### config.mk
export PLATFORM = sky130hd
export DESIGN_NAME = tick_countdown_timer_flat
export DESIGN_NICKNAME = d
export VERILOG_FILES = /design/src/rtl/tick_countdown_timer_if.sv /design/src/rtl/tick_countdown_timer.sv /design/src/flat_wrapper.sv
export SDC_FILE = /design/constraint.sdc
export NUM_CORES = 1
export LEC_CHECK = 0
export ABC_AREA = 1
export CORE_MARGIN = 2
export CORE_UTILIZATION = 61
export DETAILED_ROUTE_END_ITERATION = 7
export DONT_BUFFER_PORTS = 1
export PLACE_DENSITY = 0.77
export SYNTH_ARGS = -nofsm -noshare
export SYNTH_HDL_FRONTEND = slang
export SYNTH_SLANG_ARGS = --single-unit
export TNS_END_PERCENT = 5
### constraint.sdc
create_clock -name clk -period 2 [get_ports clk]
set_clock_uncertainty 0.2 [all_clocks]
set_input_delay 0.2 -clock clk [delete_from_list [all_inputs] [get_ports clk]]
set_output_delay 0.2 -clock clk [all_outputs]
set_load 0.03 [all_outputs]
### src/rtl/tick_countdown_timer_if.sv
// Control and status bundle between a timer client and tick_countdown_timer.
// Controls are sampled on the rising clk edge; all status fields are registered.
interface tick_countdown_timer_if #(parameter int WIDTH = 8);
  logic             tick;
  logic             start;
  logic             stop;
  logic             pause;
  logic             auto_reload;
  logic [WIDTH-1:0] load_val;
  logic [WIDTH-1:0] remaining;
  logic             busy;
  logic             expired;

  modport master (
    output tick, start, stop, pause, auto_reload, load_val,
    input  remaining, busy, expired
  );

  modport slave (
    input  tick, start, stop, pause, auto_reload, load_val,
    output remaining, busy, expired
  );
endinterface

### src/rtl/tick_countdown_timer.sv
// Tick-driven countdown timer with one-shot/periodic modes, pause and abort.
// Per-cycle input priority: stop, start, pause, tick.
module tick_countdown_timer #(
  parameter int WIDTH = 8
) (
  input  logic                   clk,
  input  logic                   rst,
  tick_countdown_timer_if.slave  bus,
  output logic [1:0]             dbg_state
);

  typedef enum logic [1:0] {
    IDLE  = 2'd0,
    RUN   = 2'd1,
    PAUSE = 2'd2
  } state_t;

  state_t           state_q, state_d;
  logic [WIDTH-1:0] rem_q, rem_d;
  logic [WIDTH-1:0] len_q, len_d;
  logic             reload_q, reload_d;
  logic             expired_q, expired_d;
  logic             busy_q;
  logic             abort, do_start, load_zero, run_tick, term_tick;

  // stop only acts on an active count; in IDLE it falls through to start
  assign abort     = bus.stop && (state_q != IDLE);
  assign do_start  = bus.start && !abort;
  assign load_zero = (bus.load_val == '0);
  assign run_tick  = !abort && !bus.start && (state_q == RUN) && !bus.pause && bus.tick;
  assign term_tick = run_tick && (rem_q == WIDTH'(1));

  always_ff @(posedge clk or negedge rst) begin
    if (!rst) state_q <= IDLE;
    else      state_q <= state_d;
  end

  always_comb begin
    state_d = state_q;
    if (abort) begin
      state_d = IDLE;
    end else if (do_start) begin
      if (load_zero)      state_d = IDLE;
      else if (bus.pause) state_d = PAUSE;
      else                state_d = RUN;
    end else begin
      case (state_q)
        RUN: begin
          if (bus.pause)                  state_d = PAUSE;
          else if (term_tick && !reload_q) state_d = IDLE;
        end
        PAUSE:   if (!bus.pause) state_d = RUN;
        default: state_d = state_q;
      endcase
    end
  end

  always_comb begin
    rem_d     = rem_q;
    len_d     = len_q;
    reload_d  = reload_q;
    expired_d = 1'b0;
    if (do_start) begin
      if (load_zero) begin
        rem_d     = '0;
        expired_d = 1'b1;
      end else begin
        rem_d    = bus.load_val;
        len_d    = bus.load_val;
        reload_d = bus.auto_reload;
      end
    end else if (term_tick) begin
      expired_d = 1'b1;
      rem_d     = reload_q ? len_q : '0;
    end else if (run_tick && (rem_q > WIDTH'(1))) begin
      rem_d = rem_q - WIDTH'(1);
    end
  end

  always_ff @(posedge clk or negedge rst) begin
    if (!rst) begin
      rem_q     <= '0;
      len_q     <= '0;
      reload_q  <= 1'b0;
      expired_q <= 1'b0;
      busy_q    <= 1'b0;
    end else begin
      rem_q     <= rem_d;
      len_q     <= len_d;
      reload_q  <= reload_d;
      expired_q <= expired_d;
      busy_q    <= (state_d != IDLE);
    end
  end

  assign bus.remaining = rem_q;
  assign bus.expired   = expired_q;
  assign bus.busy      = busy_q;
  assign dbg_state     = state_q;

endmodule

### src/flat_wrapper.sv
// flat-port wrapper written by rule: the top's interface ports become plain ports
module tick_countdown_timer_flat 
#(
  parameter int WIDTH = 8
)
  (clk, rst, dbg_state, bus_tick, bus_start, bus_stop, bus_pause, bus_auto_reload, bus_load_val, bus_remaining, bus_busy, bus_expired);
  tick_countdown_timer_if #(.WIDTH(WIDTH)) bus_i ();
  input  logic clk;
  input  logic rst;
  output logic [1:0] dbg_state;
  input wire logic [$bits(bus_i.tick)-1:0] bus_tick;
  input wire logic [$bits(bus_i.start)-1:0] bus_start;
  input wire logic [$bits(bus_i.stop)-1:0] bus_stop;
  input wire logic [$bits(bus_i.pause)-1:0] bus_pause;
  input wire logic [$bits(bus_i.auto_reload)-1:0] bus_auto_reload;
  input wire logic [$bits(bus_i.load_val)-1:0] bus_load_val;
  output wire logic [$bits(bus_i.remaining)-1:0] bus_remaining;
  output wire logic [$bits(bus_i.busy)-1:0] bus_busy;
  output wire logic [$bits(bus_i.expired)-1:0] bus_expired;
  assign bus_i.tick = bus_tick;
  assign bus_i.start = bus_start;
  assign bus_i.stop = bus_stop;
  assign bus_i.pause = bus_pause;
  assign bus_i.auto_reload = bus_auto_reload;
  assign bus_i.load_val = bus_load_val;
  assign bus_remaining = bus_i.remaining;
  assign bus_busy = bus_i.busy;
  assign bus_expired = bus_i.expired;
  tick_countdown_timer #(.WIDTH(WIDTH)) u_core (.clk(clk), .rst(rst), .bus(bus_i), .dbg_state(dbg_state));
endmodule
==> results of run 1 <==
[timing repair]
| action | 4_1_cts | 5_1_grt |
|---|---|---|
| hold buffers | 12 | 0 |
| endpoints found under the hold margin | 40 | 0 |
| buffers inserted | 0 | 5 |
| resized for setup | 0 | 5 |
| setup endpoints to repair | 0 | 10 |
[cell usage after synthesis (all sizes together)]
cell type / number / share of area, %
nand2: 54 / 17
inv: 32 / 9.3
dfrtp: 21 / 41
o21ai: 21 / 8.1
nor2: 15 / 8.4
nand3: 10 / 3.9
ha: 5 / 4.8
o211ai: 4 / 2.3
a21oi: 3 / 1.2
nor3: 2 / 1.2
nor4: 2 / 0.96
a31oi: 1 / 0.48
and2: 1 / 0.48
nand4: 1 / 0.48
o21bai: 1 / 0.58
xor2: 1 / 0.68
[flip-flops by register name, summed over array words and instances, names as in the netlist]
signal,flops
u_core.bus.expired,1
u_core.dbg_state,2
u_core.bus.busy,1
u_core.reload_q,1
u_core.len_q,8
u_core.bus.remaining,8
[worst max-delay path, stage by stage, from the launching register on]
cell	delay [ns]
dfrtp_1	0.42
inv_2	0.08
ha_1	0.14
inv_1	0.05
nand2_2	0.09
nand2_2	0.08
nor2_4	0.15
nand2_4	0.10
nor2_8	0.18
nand2_1	0.06
o21ai_0	0.07
nand2_1	0.07
o211ai_1	0.12
[logic make-up (layout without fill, tap and decap cells)]
| kind of cell | count (synthesis) | count (layout) | synth area share (%) |
|---|---|---|---|
| flops | 21 | 21 | 40.5 |
| fa+ha+maj | 5 | 5 | 4.82 |
| buf+inv | 32 | 64 | 9.26 |
| simple gates | 85 | 85 | 32.1 |
| xor+xnor | 1 | 1 | 0.675 |
| compound gates | 30 | 30 | 12.6 |
[metal layers]
layer / share of wire [%] / up-vias / track usage, %
li1: - / 615 / -
met1: 40 / 611 / 37.8
met2: 50 / 66 / 46.5
met3: 8.2 / 10 / 4.55
met4: 1.8 / 0 / 8.33
met5: 0 / - / 0
[path summary, 6_finish.rpt]
check | slack [ns] | to | from | cells after the start
min reg2reg | 0.29 | u_core.len_q[0] | u_core.len_q[0] | 2
min | 0.12 | u_core.dbg_state[1] | bus_pause | 6
min in group asynchronous | 0.27 | u_core.bus.remaining[3] | rst | 1
max in group asynchronous | 0.75 | u_core.reload_q | rst | 1
max reg2reg | 0.1 | u_core.bus.remaining[6] | u_core.dbg_state[0] | 12
max | 0.1 | u_core.bus.remaining[6] | u_core.dbg_state[0] | 12
[layout make-up]
| type | count | area [sq um] | share of cell area (%) |
|---|---|---|---|
| inverter | 32 | 123 | 7.62 |
| clock buffer | 4 | 26.3 | 1.63 |
| timing repair buffer | 28 | 240 | 14.9 |
| tap | 27 | 33.8 | 2.10 |
| multi-input combinational | 121 | 661 | 41.1 |
| sequential | 21 | 526 | 32.7 |
[where the power goes]
| part | internal (mW) | total, mW | switching [mW] |
|---|---|---|---|
| clock | 0.0778 | 0.207 | 0.129 |
| combinational | 0.445 | 1.24 | 0.799 |
| sequential | 0.582 | 0.721 | 0.139 |
[placed cells by master, fill, tap and decap left out]
| master | instances |
|---|---|
| o21ai_1 | 5 |
| ha_1 | 5 |
| o21bai_1 | 1 |
| clkbuf_1 | 1 |
| nor2_8 | 2 |
| nand4_1 | 1 |
| inv_4 | 1 |
| inv_2 | 5 |
| clkbuf_4 | 3 |
| nor3_4 | 1 |
| xor2_1 | 1 |
| dlygate4sd3_1 | 12 |
| nand2_4 | 1 |
| nand2_1 | 49 |
| nand3_1 | 10 |
| nand2_2 | 4 |
| o21ai_0 | 16 |
| nor2_4 | 2 |
| a21oi_1 | 3 |
| nor2_2 | 2 |
| a31oi_1 | 1 |
| nor4_1 | 2 |
| and2_1 | 1 |
| dfrtp_1 | 21 |
| buf_4 | 16 |
| inv_1 | 26 |
| nor3_1 | 1 |
| o211ai_1 | 4 |
| nor2_1 | 9 |
==> metrics, run 1 <==
run status=complete, no violations; First-pass DRT Iterations=4; first-pass GRT wire length=5.26 mm; buffers from clock root to sink, at most=2; GRT Util Overall=28.2%; endpoint class of the critical path=register; final period utilization=95.2%; DR vias=1302; detailed-route wire length=3.34 mm; die outline area=2510 sq um; antenna violations before repair=0; Max transition margin=36.8%; die extent in x=50.1 um; clock period minus final worst setup slack=1.90 ns; register clock-pin slew on the reported worst setup and hold paths=0.11 ns; share of post-route cells with drive strength above 1=18.0%; CTS buffer count=3; Detail Placement HPWL=2.31 mm; die outline height=50.1 um; slew at the pin closest to its max-slew limit=0.945 ns; Unique masters post-synth=24; RSZ-0062 raised after global routing=true; number of placed I/O pins=27; maximum frequency from static timing analysis=0.525 GHz; Hold WS=0.121 ns; final routed DRC violation total=0; fill cell count=135; Initial Util=65.5%; Peak supply drop=0.949 mV; min setup slack post-route=0.0954 ns; area post-placement=1410 sq um; number of antenna repair diodes=0; number of global-route vias before repair=1181; P&R area growth vs syn=24.0%; clock sinks=21; later-pin clock latency in the skew report=0.31 ns; maximum number of pins on one net before global-route repair=22; total chip power=2.17 mW; netlist area before placement=1300 sq um; Yosys warnings=0; Mapped Nets=194; row cnt=16; largest driver fanout on the critical path=6; Mean Syn Cell Area=7.46 sq um; Fin. Hold Viols=0; count of placed standard cells including taps=212; remaining global-route overflow=0; required time at the worst-slack endpoint=2.00 ns; number of cells in the finished layout apart from fillers=233; Root Buffer Master=clkbuf_4; Routability Congestion=0.922; worst hold path type=in2reg; final setup violating endpoints=0; data arrival time of the worst path=1.91 ns; sequential fraction of the synthesis area=40.5%; crit path kind=reg2reg; average wire per standard cell=14.3 um; Core Util, Final=81.2%; post-route cell area=1610 sq um; Total Neg Setup Slack=0 ns; minimum setup slack after placement=0.125 ns; number of nets in the layout=227; gate count after technology mapping=174; CTS tree=built; Max Slew Vio Count=0; count of input and output buffers=0; PD cells=1350 nW/um^2; number of max-cap violations=0; CP Launch Type=register; first-iteration detailed-routing DRC count=66; level count of the clock H-tree=1; number of vias per cell=5.59; CORE AREA=1980 sq um; leakage dissipation=0.863 nW; register bit total from synthesis=21; antenna-violating nets left=0
Note: power is estimated with default switching activity, not from simulation.
==> run 2, diff against run 1 <==
- CTS_BUF_LIST: default -> sky130_fd_sc_hd__clkbuf_4 sky130_fd_sc_hd__clkbuf_8 sky130_fd_sc_hd__clkbuf_16
- RECOVER_POWER: default -> 25
==> run 2 against run 1 <==
Sequential share of layout area rose by 0.39 points. Die area did not move. Register-to-register slack barely moved. Critical path type unchanged. Highest routed layer unchanged.
==> metrics, run 2 (same netlist as run 1, synthesis figures left out) <==
run status=complete, no violations (unchanged); leakage dissipation=0.844 nW (was 0.863 nW); worst hold path type=in2reg (unchanged); critical-path cell list=inv_2, ha_1, inv_1, nand2_2, nand2_2, nor2_4, nand2_4, nor2_8, nand2_1, o21ai_0, nand2_1, o211ai_1 (unchanged); later-pin clock latency in the skew report=0.30 ns (was 0.31 ns); antenna-violating nets left=0 (unchanged); clock sinks=21 (unchanged); row cnt=16 (unchanged); total chip power=2.14 mW (was 2.17 mW); maximum frequency from static timing analysis=0.522 GHz (was 0.525 GHz); die outline height=50.1 um (unchanged); GRT Util Overall=28.2% (unchanged); share of post-route cells with drive strength above 1=15.5% (was 18.0%); commonest non-fill, non-tap cell in the layout=nand2_1 (unchanged); register clock-pin slew on the reported worst setup and hold paths=0.11 ns (about the same); average wire per standard cell=14.4 um (was 14.3 um); die outline area=2510 sq um (unchanged); final period utilization=95.8% (was 95.2%); count of placed standard cells including taps=212 (unchanged); CTS tree=built (unchanged); CP Launch Type=register (unchanged); first-iteration detailed-routing DRC count=94 (was 66); level count of the clock H-tree=1 (unchanged); endpoint class of the critical path=register (unchanged); Routability Congestion=0.922 (unchanged); CP max stage cell=dfrtp_1 (unchanged); number of nets in the layout=227 (unchanged); PD cells=1350 nW/um^2 (about the same); Total Neg Setup Slack=0 ns (unchanged); First-pass DRT Iterations=5 (was 4); detailed-route wire length=3.36 mm (was 3.34 mm); Hold WS=0.108 ns (was 0.121 ns); largest driver fanout on the critical path=6 (unchanged); final setup violating endpoints=0 (unchanged); Fin. Hold Viols=0 (unchanged); number of cells in the finished layout apart from fillers=233 (unchanged); required time at the worst-slack endpoint=2.00 ns (about the same); slew at the pin closest to its max-slew limit=0.942 ns (was 0.945 ns); number of antenna repair diodes=0 (unchanged); first-pass GRT wire length=5.26 mm (unchanged); count of input and output buffers=0 (unchanged); maximum number of pins on one net before global-route repair=22 (unchanged); Peak supply drop=0.948 mV (was 0.949 mV); number of vias per cell=5.65 (was 5.59); min setup slack post-route=0.0846 ns (was 0.0954 ns); minimum setup slack after placement=0.125 ns (unchanged); number of max-cap violations=0 (unchanged); delay of the slowest critical-path stage=0.42 ns (about the same); crit path kind=reg2reg (unchanged); clock period minus final worst setup slack=1.92 ns (was 1.90 ns); Max Slew Vio Count=0 (unchanged); final routed DRC violation total=0 (unchanged); CTS buffer count=3 (unchanged); number of placed I/O pins=27 (unchanged); DR vias=1316 (was 1302); Max transition margin=37.0% (was 36.8%); CORE AREA=1980 sq um (unchanged); P&R area growth vs syn=22.6% (was 24.0%); die extent in x=50.1 um (unchanged); data arrival time of the worst path=1.92 ns (was 1.91 ns); number of global-route vias before repair=1181 (unchanged); Root Buffer Master=clkbuf_4 (unchanged); commonest non-fill, non-tap cells in the layout=nand2_1, inv_1, dfrtp_1, o21ai_0, dlygate4sd3_1 (was nand2_1, inv_1, dfrtp_1, o21ai_0, buf_4); antenna violations before repair=0 (unchanged); Initial Util=65.5% (unchanged); CP bufs+invs=2 (unchanged); buffers from clock root to sink, at most=2 (unchanged); remaining global-route overflow=0 (unchanged); Detail Placement HPWL=2.31 mm (unchanged); Worst path top cell family by delay=simple AND/OR/NAND/NOR gates (unchanged); RSZ-0062 raised after global routing=true (unchanged)
==> run 2: cell types whose count changed in the layout (fill, tap and decap cells not counted), sizes merged <==
cell / change
clkbuf: +6
buf: -6
==> run 2: power by group <==
part	switching, mW	internal, mW	leakage (nW)	total [mW]
Clock	0.128	0.0913	0.0184	0.220
Sequential	0.139	0.582	0.259	0.721
Combinational	0.801	0.401	0.566	1.20
Total	1.07	1.07	0.844	2.14
==> run 2: worst paths after layout <==
path | from | endpoint | slack (ns) | cells past startpoint
max | u_core.dbg_state[0] | u_core.bus.remaining[6] | 0.08 | 12
max reg2reg | u_core.dbg_state[0] | u_core.bus.remaining[6] | 0.08 | 12
min reg2reg | u_core.len_q[0] | u_core.len_q[0] | 0.30 | 2
min in group asynchronous | rst | u_core.bus.remaining[3] | 0.27 | 1
min | bus_pause | u_core.dbg_state[1] | 0.11 | 6
max in group asynchronous | rst | u_core.reload_q | 0.75 | 1
==> run 2: repair_timing <==
item | 4_1_cts | 5_1_grt
setup buffers | 0 | 5
setup endpoints to repair | 0 | 10
gates resized for setup | 0 | 5
endpoints found under the hold margin | 38 | 0
hold buffers | 12 | 0
==> run 2: cell type report <==
type / instances / area (sq um)
multi-input cells: 121 / 661
flip-flops and latches: 21 / 526
fillers: 141 / 392
repair buffers: 28 / 218
inverters: 32 / 123
well taps: 27 / 33.8
clock buffers: 4 / 30.0
==> run 2: through the flow <==
stage / instance area [sq um] / util, %
6_report: 1590 / 80.2
5_1_grt: 1590 / 80.2
4_1_cts: 1560 / 78.9
3_5_place_dp: 1410 / 71.3
3_3_place_gp: 1410 / 71.3
2_1_floorplan: 1300 / -
==> run 2: per-layer routing <==
metal  GRT usage (%)  share of wire (%)  vias up  routed length, um
li1                -                  -      615                  -
met1            37.8                 39      603               1300
met2            46.5                 49       83               1630
met3            4.55                 11       15                354
met4            8.33                2.2        0                 74
met5               0                  0        -                  0
==> run 2: worst min-delay path: stages <==
cell and delay [ns]:
nand2_1 0.06, nand2_1 0.07, nand2_1 0.05, nand3_1 0.06
nand3_1 0.10, inv_1 0.05
